--- config.mk ---
export PLATFORM = sky130hd
export DESIGN_NAME = execute_stage_pipe
export DESIGN_NICKNAME = d
export VERILOG_FILES = /design/src/rtl/y86_pkg.sv /design/src/rtl/y86_alu.sv /design/src/rtl/execute_stage_pipe.sv
export SDC_FILE = /design/constraint.sdc
export NUM_CORES = 1
export LEC_CHECK = 0
export ABC_AREA = 1
export CAP_MARGIN = 5
export CORE_MARGIN = 4
export CORE_UTILIZATION = 31
export CTS_CLUSTER_DIAMETER = 60
export DETAILED_ROUTE_END_ITERATION = 10
export HOLD_SLACK_MARGIN = 0.08
export PLACE_DENSITY_LB_ADDON = 0.3
export SYNTH_ARGS = -nofsm -noshare
export SYNTH_HDL_FRONTEND = slang
export SYNTH_SLANG_ARGS = --single-unit
--- constraint.sdc ---
create_clock -name clk -period 5.37 [get_ports clk]
set_clock_uncertainty 0.1 [all_clocks]
set_input_delay 1.074 -clock clk [delete_from_list [all_inputs] [get_ports clk]]
set_output_delay 1.074 -clock clk [all_outputs]
set_load 0.01 [all_outputs]
--- src/rtl/y86_pkg.sv ---
// Shared Y86-64 encodings for the execute stage: icodes, ALU functions,
// condition codes, the RNONE register ID and condition-code bit positions.
package y86_pkg;

  localparam logic [3:0] I_HALT   = 4'h0;
  localparam logic [3:0] I_NOP    = 4'h1;
  localparam logic [3:0] I_RRMOVQ = 4'h2;
  localparam logic [3:0] I_IRMOVQ = 4'h3;
  localparam logic [3:0] I_RMMOVQ = 4'h4;
  localparam logic [3:0] I_MRMOVQ = 4'h5;
  localparam logic [3:0] I_OPQ    = 4'h6;
  localparam logic [3:0] I_JXX    = 4'h7;
  localparam logic [3:0] I_CALL   = 4'h8;
  localparam logic [3:0] I_RET    = 4'h9;
  localparam logic [3:0] I_PUSHQ  = 4'hA;
  localparam logic [3:0] I_POPQ   = 4'hB;

  typedef enum logic [1:0] {
    ALU_ADD = 2'd0,
    ALU_SUB = 2'd1,
    ALU_AND = 2'd2,
    ALU_XOR = 2'd3
  } alu_fun_e;

  localparam logic [3:0] C_UNC = 4'h0;
  localparam logic [3:0] C_LE  = 4'h1;
  localparam logic [3:0] C_L   = 4'h2;
  localparam logic [3:0] C_E   = 4'h3;
  localparam logic [3:0] C_NE  = 4'h4;
  localparam logic [3:0] C_GE  = 4'h5;
  localparam logic [3:0] C_G   = 4'h6;

  localparam logic [3:0] RNONE = 4'hF;

  localparam int unsigned CC_ZF = 2;
  localparam int unsigned CC_SF = 1;
  localparam int unsigned CC_OF = 0;

  // Branch/cmov condition from a {ZF,SF,OF} snapshot; unknown codes are false.
  function automatic logic cond_eval(input logic [2:0] cc, input logic [3:0] ifun);
    logic lt;
    lt = cc[CC_SF] ^ cc[CC_OF];
    case (ifun)
      C_UNC:   cond_eval = 1'b1;
      C_LE:    cond_eval = lt | cc[CC_ZF];
      C_L:     cond_eval = lt;
      C_E:     cond_eval = cc[CC_ZF];
      C_NE:    cond_eval = ~cc[CC_ZF];
      C_GE:    cond_eval = ~lt;
      C_G:     cond_eval = ~lt & ~cc[CC_ZF];
      default: cond_eval = 1'b0;
    endcase
  endfunction

endpackage

--- src/rtl/y86_alu.sv ---
// Combinational Y86 ALU: result = aluB <fun> aluA, plus zero/sign/overflow flags.
module y86_alu
  import y86_pkg::*;
#(
  parameter int unsigned WORD_W = 64
) (
  input  logic [WORD_W-1:0] aluA,
  input  logic [WORD_W-1:0] aluB,
  input  alu_fun_e          fun,
  output logic [WORD_W-1:0] result,
  output logic              zf,
  output logic              sf,
  output logic              of
);

  localparam int unsigned MSB = WORD_W - 1;

  always_comb begin
    result = '0;
    of     = 1'b0;
    case (fun)
      ALU_ADD: begin
        result = aluB + aluA;
        of     = (aluA[MSB] == aluB[MSB]) & (result[MSB] != aluB[MSB]);
      end
      ALU_SUB: begin
        result = aluB - aluA;
        of     = (aluA[MSB] != aluB[MSB]) & (result[MSB] != aluB[MSB]);
      end
      ALU_AND: result = aluB & aluA;
      ALU_XOR: result = aluB ^ aluA;
      default: result = '0;
    endcase
  end

  assign zf = (result == '0);
  assign sf = result[MSB];

endmodule

--- src/rtl/execute_stage_pipe.sv ---
// Pipelined Y86-64 execute stage: ALU, condition evaluation, CC register and
// a valid/ready E/M pipeline register with flush.
module execute_stage_pipe
  import y86_pkg::*;
#(
  parameter int unsigned WORD_W     = 64,
  parameter int unsigned REG_W      = 4,
  parameter int unsigned STACK_STEP = 8
) (
  input  logic              clk,
  input  logic              reset,
  input  logic              in_valid,
  output logic              in_ready,
  input  logic [3:0]        in_icode,
  input  logic [3:0]        in_ifun,
  input  logic [WORD_W-1:0] in_valA,
  input  logic [WORD_W-1:0] in_valB,
  input  logic [WORD_W-1:0] in_valC,
  input  logic [REG_W-1:0]  in_dstE,
  input  logic [REG_W-1:0]  in_dstM,
  input  logic              set_cc_en,
  input  logic              flush,
  output logic              out_valid,
  input  logic              out_ready,
  output logic [3:0]        out_icode,
  output logic [WORD_W-1:0] out_valE,
  output logic [WORD_W-1:0] out_valA,
  output logic [REG_W-1:0]  out_dstE,
  output logic [REG_W-1:0]  out_dstM,
  output logic              out_cnd,
  output logic              out_err,
  output logic [2:0]        cc
);

  localparam logic [REG_W-1:0]  L_RNONE = '1;
  localparam logic [WORD_W-1:0] L_STEP  = WORD_W'(STACK_STEP);
  localparam logic [3:0]        L_MAX_OPQ_FUN  = 4'd3;
  localparam logic [3:0]        L_MAX_COND_FUN = 4'd6;

  logic              r_out_valid;
  logic [3:0]        r_icode;
  logic [WORD_W-1:0] r_valE;
  logic [WORD_W-1:0] r_valA;
  logic [REG_W-1:0]  r_dstE;
  logic [REG_W-1:0]  r_dstM;
  logic              r_cnd;
  logic              r_err;
  logic [2:0]        r_cc;

  logic [WORD_W-1:0] w_alu_a;
  logic [WORD_W-1:0] w_alu_b;
  alu_fun_e          w_alu_fun;
  logic [WORD_W-1:0] w_alu_res;
  logic              w_zf;
  logic              w_sf;
  logic              w_of;
  logic              w_icode_bad;
  logic              w_opq_ok;
  logic              w_is_cond_op;
  logic              w_cond;
  logic              w_err;
  logic              w_cnd;
  logic [REG_W-1:0]  w_dstE;
  logic [WORD_W-1:0] w_valE;
  logic              w_accept;
  logic              w_hold;
  logic              w_cc_we;

  assign in_ready = ~r_out_valid | out_ready;
  assign w_accept = in_valid & in_ready & ~flush;
  assign w_hold   = r_out_valid & ~out_ready;

  // Operand and function selection per icode; zero operands yield valE=0.
  always_comb begin
    w_alu_a     = '0;
    w_alu_b     = '0;
    w_alu_fun   = ALU_ADD;
    w_icode_bad = 1'b0;
    w_opq_ok    = 1'b0;
    case (in_icode)
      I_HALT, I_NOP, I_JXX: ;
      I_RRMOVQ: w_alu_a = in_valA;
      I_IRMOVQ: w_alu_a = in_valC;
      I_RMMOVQ, I_MRMOVQ: begin
        w_alu_a = in_valC;
        w_alu_b = in_valB;
      end
      I_OPQ: begin
        if (in_ifun <= L_MAX_OPQ_FUN) begin
          w_alu_a   = in_valA;
          w_alu_b   = in_valB;
          w_alu_fun = alu_fun_e'(in_ifun[1:0]);
          w_opq_ok  = 1'b1;
        end
      end
      I_CALL, I_PUSHQ: begin
        w_alu_a   = L_STEP;
        w_alu_b   = in_valB;
        w_alu_fun = ALU_SUB;
      end
      I_RET, I_POPQ: begin
        w_alu_a = L_STEP;
        w_alu_b = in_valB;
      end
      default: w_icode_bad = 1'b1;
    endcase
  end

  y86_alu #(
    .WORD_W (WORD_W)
  ) u_alu (
    .aluA   (w_alu_a),
    .aluB   (w_alu_b),
    .fun    (w_alu_fun),
    .result (w_alu_res),
    .zf     (w_zf),
    .sf     (w_sf),
    .of     (w_of)
  );

  // Condition sees the CC held before this instruction's own update.
  assign w_is_cond_op = (in_icode == I_RRMOVQ) | (in_icode == I_JXX);
  assign w_cond       = cond_eval(r_cc, in_ifun);
  assign w_cnd        = w_is_cond_op ? w_cond : 1'b1;
  assign w_dstE       = ((in_icode == I_RRMOVQ) & ~w_cond) ? L_RNONE : in_dstE;
  assign w_valE       = w_icode_bad ? '0 : w_alu_res;
  assign w_err        = w_icode_bad
                      | ((in_icode == I_OPQ) & ~w_opq_ok)
                      | (w_is_cond_op & (in_ifun > L_MAX_COND_FUN));
  assign w_cc_we      = w_accept & (in_icode == I_OPQ) & w_opq_ok & set_cc_en;

  always_ff @(posedge clk) begin
    if (reset) begin
      r_cc <= 3'b100;
    end else if (w_cc_we) begin
      r_cc[CC_ZF] <= w_zf;
      r_cc[CC_SF] <= w_sf;
      r_cc[CC_OF] <= w_of;
    end
  end

  // E/M register: flush kills, stall holds, otherwise load or drain.
  always_ff @(posedge clk) begin
    if (reset) begin
      r_out_valid <= 1'b0;
      r_icode     <= '0;
      r_valE      <= '0;
      r_valA      <= '0;
      r_dstE      <= '0;
      r_dstM      <= '0;
      r_cnd       <= 1'b0;
      r_err       <= 1'b0;
    end else if (flush) begin
      r_out_valid <= 1'b0;
    end else if (w_accept) begin
      r_out_valid <= 1'b1;
      r_icode     <= in_icode;
      r_valE      <= w_valE;
      r_valA      <= in_valA;
      r_dstE      <= w_dstE;
      r_dstM      <= in_dstM;
      r_cnd       <= w_cnd;
      r_err       <= w_err;
    end else if (~w_hold) begin
      r_out_valid <= 1'b0;
    end
  end

  assign out_valid = r_out_valid;
  assign out_icode = r_icode;
  assign out_valE  = r_valE;
  assign out_valA  = r_valA;
  assign out_dstE  = r_dstE;
  assign out_dstM  = r_dstM;
  assign out_cnd   = r_cnd;
  assign out_err   = r_err;
  assign cc        = r_cc;

endmodule

Word-level counts from Yosys, hierarchy flattened
Cells that the tools add are included.

Register bits after elaboration: 146. Output and inout bits: 147. Word-level logic and storage cells: 93.

Add/subtract/negate cells: 2. Order comparisons: 2. Equal/unequal tests: 25. Multiplexer cells: 17. Bitwise logic cells: 27. Reductions and logical operators: 11.

Operator list (number): 64-bit case mux with 4 select lines (2); 64-bit 2-to-1 mux (3); 64-bit case mux with 2 select lines (1); 64-bit adder (1); 64-bit bitwise AND (1); 64-bit zero test (1); 64-bit subtractor (1); 64-bit bitwise XOR (1); 4-bit by 3-bit equality test with 1-bit output, second input constant (7); 4-bit by 2-bit equality test with 1-bit output, second input constant (4); 4-bit equality test, second input constant (4); 1-bit bitwise AND (12); 12-bit OR reduction (1); 4-bit by 1-bit equality test with 1-bit output, second input constant (2); 4-bit zero test (2); 1-bit NOT (7); 1-bit case mux with 7 select lines (1); 1-bit 2-to-1 mux (6); 6-bit OR reduction (1); 1-bit bitwise OR (5); 2-bit equality test, second input constant (2); 4-bit by 3-bit greater-than comparator with 1-bit output, second input constant (1); 4-bit by 2-bit <= comparator with 1-bit output, second input constant (1); 4-bit 2-to-1 mux (1); other kinds (13) (16).

Longest topological paths before layout
Gate-level depths: netlist (run 1).

Word-level depth: 7. Gate-level depth with buffers: 34. Depth with buffers taken out: 32.

By module
Synthesis (run 1) repeated with hierarchy kept, for this count alone.

Cells, all modules: 3948. Area, all modules: 20370.8 µm².

By module, submodules not included: y86_alu (instances 1, cells an instance 2908, area an instance 13586.8 µm², sequential area each 0.0 µm²); execute_stage_pipe (instances 1, cells an instance 1040, area an instance 6784.0 µm², sequential area each 2922.8 µm²).

Worst setup path after synthesis (run 1)
No wires, ideal clock.

Path kind: input to register. Start: input port in_icode[3]. End: register r_cc[2], in the netlist cc[2]. Setup time: 0.058 ns. Data arrival time: 4.149 ns. Required time: 5.212 ns. Path slack: 1.063 ns. Cell stages on the path: 31. Buffers on the path: 1. Path through: inv_2 nand2_1 inv_1 nand2_2 nor2_1 nor2_1 inv_2 clkbuf_1 a22o_1 ha_1 inv_1 fa_1 nand3_1 nor2_1 nor2_1 inv_1 nand2_1 nand2_1 nand2_1 nand2_1 nand2_1 nand3_1 nand3_1 nand2_1 nor2_1 nand2_1 nor2_1 nand2_1 nor2_1 nand3_1 nand2_1.

Word-level cells in the longest chain between the ends: 6. Elaborated cells between the ends (all ways): 30. Those cells by class: 2 x add/sub; 12 x eq/ne; 5 x mux; 5 x bitwise; 6 x reduce/logical.

Ends and longest elaborated chain: start: declaration (RTL line execute_stage_pipe.sv:14) `input logic [3:0] in_icode,`; 4-bit equality test, or another cell as far along (RTL line execute_stage_pipe.sv:80) `case (in_icode)`; 4-bit OR reduction (no line), or another cell as far along; 64-bit case mux with 4 select lines, or another cell as far along (RTL line execute_stage_pipe.sv:80); 64-bit subtractor, or another cell as far along (RTL line y86_alu.sv:27) `result = aluB - aluA;`; 64-bit case mux with 4 select lines (RTL line y86_alu.sv:21) `case (fun)`; 64-bit zero test (RTL line y86_alu.sv:36) `assign zf = (result == '0);`; end signal: indexed assignment (RTL line execute_stage_pipe.sv:136) `r_cc[CC_ZF] <= w_zf;`; end signal: indexed assignment (RTL line execute_stage_pipe.sv:137) `r_cc[CC_SF] <= w_sf;`; end signal: indexed assignment (RTL line execute_stage_pipe.sv:138) `r_cc[CC_OF] <= w_of;`; end: declaration (RTL line execute_stage_pipe.sv:48) `logic [2:0] r_cc;`.

Several ways; a longest one is shown, not always the timed one. A chain may end at the register's enable or synchronous reset.

Worst setup path in the final report (run 1)
Start: input port in_icode[1]. End: register r_cc[2], in the netlist cc[2].

The elaborated chain is that of the path after synthesis.

==> results of run 1 <==
placed cells by master, fill, tap and decap left out, types with 13 or more instances in the layout:
cell | netlist | final
a21oi_1 | 238 | 237
clkbuf_16 | 0 | 17
nand4_1 | 42 | 42
inv_2 | 43 | 43
nor2_2 | 48 | 56
a22oi_1 | 62 | 53
buf_12 | 0 | 17
inv_1 | 664 | 663
o21ai_0 | 198 | 197
nand2_2 | 13 | 18
ha_1 | 127 | 120
nor2_1 | 545 | 536
nor3_1 | 22 | 19
o21bai_1 | 26 | 26
dfxtp_1 | 146 | 146
nand3b_1 | 15 | 15
o22ai_1 | 39 | 39
nand2_1 | 1026 | 1021
nand3_1 | 293 | 288
clkdlybuf4s50_1 | 0 | 359
buf_4 | 24 | 774
nor3_2 | 11 | 13
sequential cells by signal, indices dropped and copies added (netlist names):
signal / cells
out_valA: 64
out_valE: 64
out_icode: 4
out_dstM: 4
out_dstE: 4
out_valid: 1
cc: 3
out_err: 1
out_cnd: 1
Yosys cell counts (4+ instances only):
library cell	instances
o21bai_1	26
buf_6	7
nor2_4	5
a22oi_1	62
nor3_1	22
nand3b_1	15
nand3_2	7
a21oi_1	238
xor2_1	7
nand4_1	42
nor4_1	5
dfxtp_1	146
inv_2	43
o21ai_0	198
nor3_2	11
buf_1	7
buf_4	24
nor2_2	48
buf_2	26
ha_1	127
nand2_1	1026
clkbuf_1	61
o211ai_1	4
nand3_1	293
nor2_1	545
inv_1	664
o21ai_1	10
nand2_2	13
o22ai_1	39
power by group through the flow:
stage               Combinational, uW  Clock, uW  Sequential (uW)
global placement                 3140          0             1190
global route                     3510       1410             1180
detailed placement               3150          0             1200
finish                           3270       1340             1170
CTS                              3160       1380             1170
floorplan                        1380          0             1220
cells by family (layout without fill, tap and decap cells):
kind of cell | after synthesis | after routing | share of synthesized area (%)
compound gates | 601 | 601 | 16.9
xor+xnor | 7 | 7 | 0.308
fa+ha+maj | 129 | 129 | 8.18
buf+inv | 835 | 1892 | 16.7
flops | 146 | 146 | 14.7
other cells | 0 | 2 | 0
simple gates | 2043 | 2043 | 43.2
critical path, delay by kind of cell:
family	cells	cell delay [ns]
AOI/OAI and AO/OA	1	0.09
adders and majority gates	1	0.45
buffers and inverters	10	1.46
and+or+nand+nor	19	2.46
routing by layer:
layer  part of all wire [%]  track usage, %  vias to the layer above
li1                       -               -                    13890
met1                     46            46.7                    12860
met2                     41            46.0                     1365
met3                     11            5.63                      140
met4                    2.3            7.96                        0
met5                      0               0                        -
worst max path at each step:
stage / startpoint / to / slack, ns / cells past startpoint
after floorplan: in_icode[3] / cc[2] / 1.06 / 31
after global placement: in_icode[1] / cc[2] / -0.42 / 28
after detailed placement: in_icode[1] / cc[2] / -0.49 / 28
after CTS: in_icode[1] / cc[2] / 0.03 / 28
after global routing: in_icode[3] / cc[2] / -0.02 / 34
final: in_icode[1] / cc[2] / 0.15 / 31
final cells by class:
type	instances	area share (%)
multi-input cells	2780	44.8
clock buffers	17	1.38
inverters	709	8.65
well taps	846	3.43
flip-flops and latches	146	9.48
clock inverters	15	0.605
repair buffers	1151	31.6
diodes	2	0.0162
timing repair:
| item | in CTS | in global routing |
|---|---|---|
| gates resized for setup | 0 | 40 |
| endpoints found under the setup margin | 0 | 6 |
| setup buffers | 0 | 1 |
per-stage QoR:
step / setup slack, ns / cells / area, um^2 / utilization, % / power, uW
after floorplan: 1.06 / 3761 / 19900 / - / 2600
after global placement: -0.424 / 5631 / 30100 / 47.5 / 4340
after detailed placement: -0.494 / 5631 / 30100 / 47.5 / 4350
after CTS: 0.0298 / 5663 / 30700 / 48.5 / 5710
after global routing: -0.0183 / 5665 / 30800 / 48.7 / 6090
final: 0.146 / 5666 / 30800 / 48.7 / 5780
==> run metrics, run 1 <==
number of max-cap violations 0; Vias per Instance 4.99; internal power approximately 3300 uW; Die Y 261 um; Clock power frac 23.1%; period utilization around 97%; IO Port Bufs 360; Multi-input gate area 13800 um^2; Hold Crit Depth 2; Mapped Nets 4104; Seq pwr share 20.3%; P_sw 2500 uW; slew of the pin with the lowest slew margin 0.831 ns; Clock Sink Count ~150; post-synthesis sequential area ratio about 15%; drt wl/cell approximately 19 um; antenna-violating nets left 0; total iterations of the first detailed-routing run 6; Worst Hold Endpoint out_valE[17]; initial antenna violation count 2; Root Buffer Master clkbuf_16; Die ar. 68300 um^2; Async SR Flop Fraction 0%; number of hold buffers added after cts 0; Fill cells about 7000; CP Max Fanout 14; hpwl dp 94900 um; synthesized instance count roughly 3800; combinational fraction of design power 56.6%; critical path's slowest cell clkdlybuf4s50_1; fmax 0.191 GHz; global-route wire length before repair 160000 um; DIE WIDTH 261 um; Mapped Area 19900 um^2; io pins around 360; critical path class primary input to flop; Slew Limit Fails 0; most used cell, CP nor2_1; core area 63300 um^2; critical path required time 5.70 ns; RSZ-0062 raised after global routing true; setup TNS 0 ns; Static Leak around 0.016 uW; Post-synth EDFFs 0; htree depth 4; vias 28255; pwr dens 187 nW/um^2; R2R Path Start out_valid; Crit path arrival time around 5.6 ns; top cell type's share of synthesized area between 10% and 20%; syn_area_per_cell approximately 5.3 um^2; flops & latches, synth 146; largest net degree at the start of global routing 82; Bufs on Longest Clock Path 2; CTS clk-pin slew, worst paths about 0.07 ns; # nets final 5148; # setup viols final 0; via count of the first global-routing pass about 26000; R2R setup slack 2.53 ns; Overflow after GRT 0; sw frac 43.2%; Yosys top cell by area nand2_1; worst ir drop on vdd 254 uV; Yosys cell types 54; CP peak stage delay ~0.49 ns; CTS tree built; gp weighted congestion around 1.1; Hold WC Path Type flop to flop; Worst R2R End cc[2]; Top FF cell, synth dfxtp_1; final hold vios 0; DRT iter0 DRCs 3346; CP startpoint kind primary input; Clk Latency, worst-skew pair ~0.49 ns; max_slew headroom 44.6%; FF+latch area a little under 3000 um^2; top cells by area, synth nand2_1, dfxtp_1, inv_1, nor2_1, ha_1; aggregate global-route resource usage 31.3%; Critical Path Sink Type flop; R2R cell count 15; Initial Utilization 31.4%; Rows 92; cts bufs inserted 17; share of layout cells above drive strength 1 between 20% and 30%; Layout area overhead 54.9%; yosys warns 0; residual DRC count 0; status finished clean; worst hold slack 0.365 ns; wirelength, routed 110000 um; hold path startpoint out_valE[17]; Tmin final around 5.2 ns
Note: power is estimated with default switching activity, not from simulation.
==> inputs of run 2 (changes only) <==
Settings changed: GPL_ROUTABILITY_DRIVEN from default to 0.
==> run 2 against run 1 <==
Net effect:
- hold slack barely moved
- cell count decreased by 4.8%
- power is 5.0% lower
- clock-buffer cell count unchanged
- via count decreased by 2.7%
- sequential power about the same
- flip-flop and latch count stayed put
- core utilization decreased by 3.4 points
- global-route usage decreased by 2.1 points
==> run metrics, run 2 (synthesis results as in run 1) <==
Layout area overhead 44.2%; internal power 3090 uW; period utilization between 90% and 100%; global route hottest layer met2; Initial Utilization 31.4%; Tot Pwr about 5500 uW; post-route cell area 28700 um^2; DIE WIDTH 261 um; via count of the first global-routing pass 25306; number of hold buffers added after cts 0; wirelength, routed 103000 um; aggregate global-route resource usage 29.2%; htree depth 4; share of layout cells above drive strength 1 15.7%; setup TNS 0 ns; Place WS -0.387 ns; core area ~63000 um^2; Clock power frac 24.0%; Hold WC Path Type flop to flop; Clock Sink Count 146; critical path's slowest cell clkdlybuf4s50_1; initial antenna violation count 2; met1 Use GR around 41%; # setup viols final 0; CP startpoint kind primary input; P_sw between 2000 and 2500 uW; max_slew headroom 37.5%; slew of the pin with the lowest slew margin 0.938 ns; most frequent cells in the layout nand2_1, inv_1, nor2_1, buf_4, clkdlybuf4s50_1; worst ir drop on vdd roughly 240 uV; Tmin final slightly above 5 ns; pwr dens 191 nW/um^2; DRT iter0 DRCs 3063; cts bufs inserted 17; vias 27496; Rows 92; worst hold slack 0.366 ns; Post-CTS Setup Repair Bufs 0; status finished clean; Fill cells 6928; Root Buffer Master clkbuf_16; Slew Limit Fails 0; # nets final 4878; combinational fraction of design power 54.6%; critical path class primary input to flop; CP peak stage delay 0.50 ns; Seq pwr share 21.4%; largest net degree at the start of global routing 82; final setup margin 0.219 ns; met3 usage roughly 6.5%; met2 usage 43.0%; antenna-violating nets left 0; CTS clk-pin slew, worst paths 0.07 ns; critical path required time between 5 and 6 ns; number of max-cap violations 0; Die Y roughly 260 um; Critical Path Sink Type flop; fmax 0.194 GHz; most common cell after layout, fill and taps aside nand2_1; Bufs on Longest Clock Path 2; Vias per Instance 5.10; Static Leak between 0.015 and 0.02 uW; Overflow after GRT 0; CP Max Fanout 18; CTS tree built; placed cell areas 28000 um^2; residual DRC count 0; io pins 361; total iterations of the first detailed-routing run 9; hpwl dp 86700 um; Clk Latency, worst-skew pair 0.49 ns; sw frac 43.7%; IO Port Bufs between 300 and 400; final hold vios 0; global-route wire length before repair 151000 um; drt wl/cell approximately 19 um; Crit path arrival time 5.48 ns; Die ar. 68300 um^2; RSZ-0062 raised after global routing false
## run 2: cell types whose count changed in the layout (fill, tap and decap cells not counted), sizes merged
cell	change
buf	-270
inv	+1
clkinv	-1
diode	-1
## run 2: worst paths after layout
path,startpoint,to,slack [ns],depth (start not counted)
worst max-delay path,in_icode[3],cc[2],0.22,31
worst min-delay path,out_valE[47],out_valE[47],0.37,2
worst max register to register,out_valid,cc[2],2.73,16
worst min register to register,out_valE[47],out_valE[47],0.37,2
## run 2: area by class of cell
cell class | count | area (um^2) | area share, %
sequential | 146 | 2920 | 10.2
tap | 846 | 1060 | 3.69
clock inverter | 15 | 184 | 0.641
antenna | 1 | 2.50 | 0.00872
timing repair buffer | 881 | 7700 | 26.8
clock buffer | 17 | 425 | 1.48
inverter | 709 | 2670 | 9.29
multi-input combinational | 2780 | 13700 | 47.9
## run 2: repair_timing
item / 4_1_cts / 5_1_grt
gates resized for setup: 0 / 19
setup endpoints to repair: 0 / 2
endpoints found under the hold margin: 0 / 0
## run 2: per-stage QoR
step                instances  utilization (%)
floorplan                3761                -
global placement         5362             44.3
detailed placement       5362             44.3
CTS                      5394             45.2
global route             5395             45.3
finish                   5395             45.3
## run 2: worst max-delay path, delay by kind of cell
family          cells  cell delay [ns]
compound gates      1             0.23
fa+ha+maj           1             0.41
buf+inv             9             1.40
simple gates       20             2.35
## run 2: routing by layer
metal | share of wire [%] | wire length (um)
met1 | 43 | 44700
met2 | 41 | 42100
met3 | 12 | 11900
met4 | 4.1 | 4210
met5 | 0.0097 | 10
## run 2: power by group through the flow
stage	Sequential (uW)	Clock, uW	Combinational [uW]
after floorplan	1220	0	1380
after global placement	1200	0	2870
after detailed placement	1200	0	2880
after CTS	1170	1350	2890
after global routing	1180	1390	3210
final	1170	1310	3000
